`config.mk`:
```
export PLATFORM = sky130hd
export DESIGN_NAME = qk_seq_ctrl
export DESIGN_NICKNAME = d
export VERILOG_FILES = /design/src/rtl/qk_seq_ctrl.sv
export SDC_FILE = /design/constraint.sdc
export NUM_CORES = 1
export LEC_CHECK = 0
export ABC_AREA = 1
export ABC_CLOCK_PERIOD_IN_PS = 2050
export CELL_PAD_IN_SITES_DETAIL_PLACEMENT = 1
export CELL_PAD_IN_SITES_GLOBAL_PLACEMENT = 1
export CORE_MARGIN = 2
export CORE_UTILIZATION = 35
export DETAILED_ROUTE_END_ITERATION = 10
export PLACE_DENSITY_LB_ADDON = 0.1
export SLEW_MARGIN = 20
export SYNTH_ARGS = -nofsm -noshare
export SYNTH_HDL_FRONTEND = slang
export SYNTH_SLANG_ARGS = --single-unit
```
`constraint.sdc`:
```
create_clock -name clk -period 2.05 [get_ports clk]
set_input_delay 0.41 -clock clk [delete_from_list [all_inputs] [get_ports clk]]
set_output_delay 0.41 -clock clk [all_outputs]
set_load 0.02 [all_outputs]
```
`src/rtl/qk_seq_ctrl.sv`:
```
// Q/K attention fullchip sequencer: streams Q and K vectors from the host into
// per-core memories, then issues the load, execute and drain phases on each core's bus.
module qk_seq_ctrl #(
  parameter int num_core = 2,
  parameter int bw       = 4,
  parameter int pr       = 8,
  parameter int col      = 8,
  parameter int addr_bw  = 4,
  parameter int gap      = 10
) (
  input  logic                                 clk,
  input  logic                                 reset,
  input  logic                                 start,
  input  logic [addr_bw:0]                     n_q,
  input  logic [1:0]                           mode_in,
  input  logic [pr*bw-1:0]                     in_data,
  input  logic                                 in_valid,
  output logic                                 in_ready,
  output logic [num_core*(9+2*addr_bw)-1:0]    inst,
  output logic [num_core*pr*bw-1:0]            mem_in,
  output logic                                 width_mode,
  output logic                                 sign_mode,
  output logic                                 busy,
  output logic                                 done,
  output logic [2:0]                           phase
);
  localparam int IW      = 9 + 2*addr_bw;
  localparam int LW      = pr*bw;
  localparam int F_PWR   = 0;
  localparam int F_KWR   = 2;
  localparam int F_KRD   = 3;
  localparam int F_QWR   = 4;
  localparam int F_QRD   = 5;
  localparam int F_LOAD  = 6;
  localparam int F_EXE   = 7;
  localparam int F_PADD  = 8;
  localparam int F_QKADD = 8 + addr_bw;
  localparam int F_OFR   = IW - 1;

  typedef enum logic [3:0] {
    S_IDLE, S_QWR, S_KWR, S_GAP1, S_LOAD, S_GAP2, S_EXEC, S_GAP3, S_DRAIN, S_DONE
  } state_t;

  state_t             state;
  logic [31:0]        cnt;
  logic [addr_bw:0]   nq;
  logic               nq_ok;
  logic               beat;
  logic [31:0]        nq_last;

  function automatic logic [addr_bw-1:0] addr_of(input logic [31:0] v);
    return v[addr_bw-1:0];
  endfunction

  assign in_ready = (state == S_QWR) || (state == S_KWR);
  assign beat     = in_valid && in_ready;
  assign nq_ok    = (n_q != '0) && (32'(n_q) <= (32'd1 << addr_bw));
  assign nq_last  = 32'(nq) - 32'd1;

  always_comb begin
    phase = 3'd0;
    case (state)
      S_QWR:                  phase = 3'd1;
      S_KWR:                  phase = 3'd2;
      S_GAP1, S_GAP2, S_GAP3: phase = 3'd3;
      S_LOAD:                 phase = 3'd4;
      S_EXEC:                 phase = 3'd5;
      S_DRAIN:                phase = 3'd6;
      S_DONE:                 phase = 3'd7;
      default:                phase = 3'd0;
    endcase
  end

  // Bus outputs are decoded from the pre-edge (state, cnt), so they trail state by one cycle.
  always_ff @(posedge clk) begin
    if (!reset) begin
      state      <= S_IDLE;
      cnt        <= '0;
      nq         <= '0;
      inst       <= '0;
      mem_in     <= '0;
      busy       <= 1'b0;
      done       <= 1'b0;
      width_mode <= 1'b0;
      sign_mode  <= 1'b0;
    end else begin
      inst <= '0;
      done <= 1'b0;
      busy <= (state != S_IDLE) && (state != S_DONE);
      case (state)
        S_IDLE: begin
          if (start && nq_ok) begin
            nq         <= n_q;
            width_mode <= mode_in[1];
            sign_mode  <= mode_in[0];
            cnt        <= '0;
            state      <= S_QWR;
          end
        end
        S_QWR: begin
          if (beat) begin
            for (int unsigned c = 0; c < num_core; c++) begin
              inst[c*IW + F_QWR]              <= 1'b1;
              inst[c*IW + F_QKADD +: addr_bw] <= addr_of(cnt);
              mem_in[c*LW +: LW]              <= in_data;
            end
            if (cnt == nq_last) begin
              cnt   <= '0;
              state <= S_KWR;
            end else begin
              cnt <= cnt + 32'd1;
            end
          end
        end
        S_KWR: begin
          if (beat) begin
            for (int unsigned c = 0; c < num_core; c++) begin
              if (cnt >= c*col && cnt < (c+1)*col) begin
                inst[c*IW + F_KWR]              <= 1'b1;
                inst[c*IW + F_QKADD +: addr_bw] <= addr_of(cnt - c*col);
                mem_in[c*LW +: LW]              <= in_data;
              end
            end
            if (cnt == 32'(num_core*col - 1)) begin
              cnt   <= '0;
              state <= S_GAP1;
            end else begin
              cnt <= cnt + 32'd1;
            end
          end
        end
        S_GAP1, S_GAP2, S_GAP3: begin
          if (cnt == 32'(gap - 1)) begin
            cnt   <= '0;
            state <= (state == S_GAP1) ? S_LOAD : (state == S_GAP2) ? S_EXEC : S_DRAIN;
          end else begin
            cnt <= cnt + 32'd1;
          end
        end
        S_LOAD: begin
          // k=0 and k=col+1 bracket the kmem reads so the load pipeline fills and flushes.
          for (int unsigned c = 0; c < num_core; c++) begin
            inst[c*IW + F_LOAD] <= 1'b1;
            inst[c*IW + F_KRD]  <= (cnt >= 32'd1) && (cnt <= 32'(col));
            if (cnt >= 32'd2 && cnt <= 32'(col))
              inst[c*IW + F_QKADD +: addr_bw] <= addr_of(cnt - 32'd1);
          end
          if (cnt == 32'(col + 1)) begin
            cnt   <= '0;
            state <= S_GAP2;
          end else begin
            cnt <= cnt + 32'd1;
          end
        end
        S_EXEC: begin
          for (int unsigned c = 0; c < num_core; c++) begin
            inst[c*IW + F_EXE]              <= 1'b1;
            inst[c*IW + F_QRD]              <= 1'b1;
            inst[c*IW + F_QKADD +: addr_bw] <= addr_of(cnt);
          end
          if (cnt == nq_last) begin
            cnt   <= '0;
            state <= S_GAP3;
          end else begin
            cnt <= cnt + 32'd1;
          end
        end
        S_DRAIN: begin
          for (int unsigned c = 0; c < num_core; c++) begin
            inst[c*IW + F_OFR]             <= 1'b1;
            inst[c*IW + F_PWR]             <= 1'b1;
            inst[c*IW + F_PADD +: addr_bw] <= addr_of(cnt);
          end
          if (cnt == nq_last) begin
            cnt   <= '0;
            state <= S_DONE;
          end else begin
            cnt <= cnt + 32'd1;
          end
        end
        S_DONE: begin
          done  <= 1'b1;
          state <= S_IDLE;
        end
        default: state <= S_IDLE;
      endcase
    end
  end
endmodule

```
== Word level (Yosys, flattened, before mapping) ==
Memory sizes are Yosys's and may differ from the RTL's. A register that Yosys moved wholly into a read port is not among the register bits.
Index checks and enable logic that the tools add are counted.
Storage, ports and cells
  register bits: 143
  ROM bits: 48
  bits of input ports: 43
  output and inout port bits: 106
  logic and storage cells: 117
  memories kept: 1
Memories
  (name not given): words 16, width 3, read ports 1, clocked after Yosys merged registers in 1, wr ports 0, RTL line 62  | case (state)
Operators by class
  add/subtract/negate cells: 4
  order comparisons: 8
  equality and inequality tests: 24
  muxes and demuxes: 45
  reductions and logical operators: 23
Operator list (number)
  32-bit 2-to-1 mux: 8
  32-bit case mux with 5 select lines: 1
  64-bit 2-to-1 mux: 2
  64-bit case mux with 2 select lines: 1
  4-bit 2-to-1 mux: 20
  32-bit by 4-bit equality test with 1-bit output, second input constant: 2
  32-bit by 1-bit >= comparator with 1-bit output, second input constant: 2
  32-bit by 1-bit adder with 32-bit output, second input constant: 1
  32-bit equality test: 1
  32-bit by 2-bit >= comparator with 1-bit output, second input constant: 1
  32-bit by 4-bit >= comparator with 1-bit output, second input constant: 1
  32-bit by 4-bit <= comparator with 1-bit output, second input constant: 1
  32-bit by 4-bit less-than comparator with 1-bit output, second input constant: 1
  32-bit by 5-bit less-than comparator with 1-bit output, second input constant: 1
  4-bit case mux with 4 select lines: 2
  4-bit case mux with 7 select lines: 1
  4-bit by 3-bit equality test with 1-bit output, second input constant: 4
  2-bit != test, second input constant: 7
  4-bit AND reduction: 3
  5-bit nonzero test: 2
  1-bit 2-to-1 mux: 9
  9-bit AND reduction: 1
  4-bit by 2-bit equality test with 1-bit output, second input constant: 2
  4-bit equality test, second input constant: 2
  other kinds (18): 28

== Depth between registers and ports, before layout ==
  word-level depth: 7
  depth in mapped cells: 18
  depth with buffers taken out: 18

== Least setup slack after synthesis ==
Ideal clock, no wire load.
  path kind: register to register
  start point: register cnt[1]
  end point: register, netlist name phase[1]
  library setup time: 118 ps
  arrival time: 1754 ps
  data required time: 1932 ps
  setup slack: 179 ps
  stages on the path, launching flop included: 16
  buffers on the path: 1
  period minus slack after synthesis: 1871 ps
  cells stage by stage: dfxtp_1 -> buf_2 -> inv_1 -> ha_1 -> inv_1 -> nor2_1 -> nand2_1 -> nor2_1 -> nand2_1 -> o21ai_0 -> nand2_2 -> nor2_4 -> nand2_2 -> or2_0 -> nand3_2 -> nand3_2
Between the ends
  longest elaborated chain between the ends: 5
  elaborated cells on any way between the ends: 12
  classes of those cells: 9 x eq/ne; 2 x mux; 1 x reduce/logical
RTL lines
  start: declaration: RTL line 45  | logic [31:0] cnt;
  start signal: assignment: RTL line 111  | cnt <= cnt + 32'd1;
  start signal: assignment: RTL line 128  | cnt <= cnt + 32'd1;
  start signal: assignment: RTL line 137  | cnt <= cnt + 32'd1;
  32-bit by 4-bit equality test with 1-bit output (tied with other cells): RTL line 133, 148
  2-bit != test (no source line) / 2-bit by 1-bit != test with 1-bit output (equally long branches)
  9-bit AND reduction (no source line) (*)
  4-bit 2-to-1 mux (no source line) (*) (2 in series)
Mark *: on every way between the ends. The rest lies on a longest branch, timed or not.
A chain may end at the register's enable or synchronous reset.

== Worst setup path after layout ==
  start point: register nq[0]
  end point: register, netlist name phase[1]
Between the ends
  longest elaborated chain between the ends: 6
  elaborated cells on any way between the ends: 8
  classes of those cells: 1 x add/sub; 4 x eq/ne; 2 x mux; 1 x reduce/logical
RTL lines
  start: declaration: RTL line 46  | logic [addr_bw:0] nq;
  start signal: assignment: RTL line 93  | nq <= n_q;
  5-bit by 1-bit subtractor with 6-bit output (*): RTL line 58  | assign nq_last = 32'(nq) - 32'd1;
  32-bit equality test (*): RTL line 107, 161, 174
  2-bit != test (no source line) / 2-bit by 1-bit != test with 1-bit output (equally long branches)
  9-bit AND reduction (no source line) (*)
  4-bit 2-to-1 mux (no source line) (*) (2 in series)
Marked as above.

==> insert_results.sql <==
INSERT INTO impl_metrics (metric_group, metric, value, unit) VALUES
('synthesis', 'synth.top_cells.by_area', 'dfxtp_1 (41%), nor2_1 (12%), nand2_1 (8.9%)', ''),
('setup_path', 'required_time_of_the_worst_setup_path', '2.35', 'ns'),
('synthesis', 'synthXorXnorAreaFrac', '0.0110', ''),
('hold_path', 'whs_path_cells', '3', ''),
('cells_and_area', 'n_antenna_cell', '0', ''),
('pwr', 'cell_internal_pwr', '6.79', 'mW'),
('setup_path', 'critical_path_cell_sequence', 'inv_2, ha_4, nand2_1, nand2_1, nand2_1, nor2_1, nand2_1, nor2_2, nand3_2, nand2_4, nand2_4, or2_1, nand3_2, nand3_2', ''),
('setup_path', 'max_stage_delay', '0.34', 'ns'),
('cells_and_area', 'post_route_cells_drive_above_1_share', '0.238', ''),
('die', 'fp.coreArea', '17900', 'sq um'),
('global_route', 'global_route.overflow_total', '0', ''),
('synthesis', 'synth_fa_ha_area_frac', '0.00787', ''),
('synthesis', 'synth_top_area_frac', '0.412', ''),
('synthesis', 'syn-mean-instance-area', '7.03', 'sq um'),
('pwr', 'totalPowerFinal', '11.1', 'mW'),
('synthesis', 'ys_warn_count', '0', ''),
('clocking', 'cts-hold-fix-buffers', '0', ''),
('synthesis', 'combinational_family_with_the_most_area_after_synthesis', 'simple AND/OR/NAND/NOR gates', ''),
('drt', 'routedWlPerCell', '16.1', 'microns'),
('run', 'max_cap_viol_count', '0', ''),
('synthesis', 'synth_compound_gate_area_share', '0.120', ''),
('sta', 'finalMaxSlewViolations', '0', ''),
('global_route', 'globalRouteMet3Util', '0.0480', ''),
('synthesis', 'syn-instance-count', '905', ''),
('global_route', 'grt_first_pass_wirelength', '35000', 'microns'),
('cells_and_area', 'final_area', '9490', 'sq um'),
('pwr', 'pwr-share-seq', '0.298', ''),
('clocking', 'numClockSinks', '131', ''),
('placement', 'place_ws', '-0.370', 'ns'),
('pwr', 'power-per-cell-area', '1170', 'nW/um^2'),
('drt', 'first_pass_iters', '4', ''),
('sta', 'final_setup_violating_endpoints', '0', ''),
('die', 'initial_core_util', '0.355', ''),
('clocking', 'tritoncts', 'yes', ''),
('sta', 'final_period_minus_worst_setup_slack', '2.00', 'ns'),
('synthesis', 'ys_seq_elements', '131', ''),
('pwr', 'switching_power', '4.32', 'mW'),
('clocking', 'clk_path_buf_depth', '2', ''),
('run_status', 'outcome', 'complete, no violations', ''),
('drt', 'detailedRoute.firstIterationViolations', '272', ''),
('synthesis', 'mappedNetlistArea', '6360', 'sq um'),
('cells_and_area', 'layout-area-overhead-vs-synth', '49.1', '%'),
('synthesis', 'netlist-cell-type-count', '43', ''),
('global_route', 'gr-max-usage-layer', 'met2', ''),
('pwr', 'clkPwrFrac', '0.270', ''),
('die', 'overall_die_area', '19300', 'sq um'),
('drt', 'route.detailed.vias_per_inst', '4.89', ''),
('synthesis', 'asyncSetResetFlopFracSynth', '0', ''),
('sta', 'fin_ws', '0.0464', 'ns'),
('sta', 'hold_ws', '0.374', 'ns'),
('synthesis', 'synth-edff-count', '0', ''),
('placement', 'placement.io_buffers', '146', ''),
('hold_path', 'type_of_the_most_critical_hold_path', 'in2reg', ''),
('cells_and_area', 'num-fill-cells', '2217', ''),
('clocking', 'ctsRootBufferMaster', 'clkbuf_16', ''),
('setup_path', 'cp_top_family', 'simple AND/OR/NAND/NOR gates', ''),
('die', 'chipWidth', '139', 'microns'),
('global_route', 'grt_usage', '0.226', ''),
('setup_path', 'path_buf_inv', '1', ''),
('sta', 'post-route-period-util', '0.977', ''),
('global_route', 'via_count_of_the_first_global_routing_pass', '6792', ''),
('sta', 'final_count_of_hold_timing_violations', '0', ''),
('clocking', 'clk_pin_slew_worst_paths', '0.07', 'ns'),
('synthesis', 'sequential_area_share_after_synthesis', '0.412', ''),
('placement', 'dp_hpwl', '15800', 'microns'),
('sta', 'grt_setup_unrepaired', 'true', ''),
('sta', 'maxClockFrequency', '0.499', 'GHz'),
('sta', 'worst_slew_margin_rel', '0.626', ''),
('cells_and_area', 'multi_input_area', '3310', 'sq um'),
('die', 'die_h', '139', 'microns'),
('sta', 'clock_skew', '0.0123', 'ns');
cells in the mapped netlist (13+ instances only):
| master | n |
|---|---|
| a21oi_1 | 34 |
| nand4_1 | 19 |
| buf_4 | 18 |
| inv_2 | 15 |
| nor2_1 | 199 |
| nor4_1 | 13 |
| nand2_1 | 151 |
| nand3_1 | 39 |
| nor3_1 | 17 |
| clkbuf_1 | 16 |
| o21ai_0 | 86 |
| inv_1 | 63 |
| dfxtp_1 | 131 |
cell usage in the layout, fill, tap and decap left out, types with 11 or more instances in the layout:
cell / n
nor2_1: 184
o21ai_1: 29
nand4_1: 19
dfxtp_2: 13
buf_4: 97
nor3_1: 16
nand3_1: 37
inv_2: 22
nor2_2: 18
nor2_4: 11
inv_1: 55
dfxtp_1: 116
nor4_1: 13
a21oi_1: 34
nand2_1: 134
clkbuf_16: 18
nand2_2: 23
clkdlybuf4s50_1: 144
o21ai_0: 57
flip-flops by register name (all words and copies together) (netlist names):
register	flops
busy	1
width_mode	1
inst	19
cnt	32
mem_in	64
nq	5
sign_mode	1
phase	3
done	1
state	4
path summary, 6_finish.rpt:
path,slack (ns),startpoint,to
hold / removal,0.37,reset,cnt[9]$_SDFFE_PN0P_
setup / recovery,0.05,nq[0]$_SDFFE_PN0P_,phase[1]$_DFF_P_
setup reg to reg,0.05,nq[0]$_SDFFE_PN0P_,phase[1]$_DFF_P_
hold reg to reg,0.48,mem_in[6]$_SDFFE_PN0P_,mem_in[6]$_SDFFE_PN0P_
worst reg2reg max path, cell delays in order, from the launching register on:
cell and delay [ns]:
dfxtp_2 0.34, inv_2 0.06, ha_4 0.27, nand2_1 0.05, nand2_1 0.06, nand2_1 0.05, nor2_1 0.12, nand2_1 0.08
nor2_2 0.11, nand3_2 0.10, nand2_4 0.15, nand2_4 0.07, or2_1 0.25, nand3_2 0.11, nand3_2 0.08
kinds of logic after synthesis:
| kind of cell | after synthesis |
|---|---|
| and+or+nand+nor | 489 |
| xor gates and xnor gates | 8 |
| adders and majority gates | 4 |
| AOI/OAI and AO/OA | 141 |
| other | 1 |
| buffers and inverters | 131 |
| DFF | 131 |
area by class of cell:
type,count,share of cell area
timing repair buffer,252,0.248
clock inverter,15,0.0157
multi-input combinational,644,0.349
sequential,131,0.279
clock buffer,17,0.0448
tap,229,0.0302
inverter,81,0.0331
metrics by stage:
| stage | TNS (ns) | utilization |
|---|---|---|
| after floorplan | 0 | - |
| after global placement | -7.66 | 0.477 |
| after detailed placement | -9.61 | 0.477 |
| after CTS | -0.00170 | 0.513 |
| after global routing | -0.589 | 0.530 |
| final | 0 | 0.530 |
per-layer routing:
| metal | up-vias | wire (microns) |
|---|---|---|
| met5 | - | 0 |
| met1 | 3160 | 9840 |
| met4 | 0 | 391 |
| met3 | 30 | 864 |
| met2 | 130 | 11000 |
| li1 | 3373 | - |
power groups by stage:
stage               combinational, mW  clock, mW  sequential, mW
finish                           4.80       3.00            3.31
global route                     5.18       3.19            3.37
CTS                              4.59       3.07            3.30
detailed placement               4.47          0            3.35
global placement                 4.40          0            3.33
floorplan                        1.94          0            3.83
repair_timing:
item / 4_1_cts / 5_1_grt
pin swaps: 9 / 34
setup endpoints to repair: 33 / 110
buffers inserted: 2 / 11
gates cloned: 0 / 1
gates resized for setup: 19 / 102
Note: power is estimated with default switching activity, not from simulation.
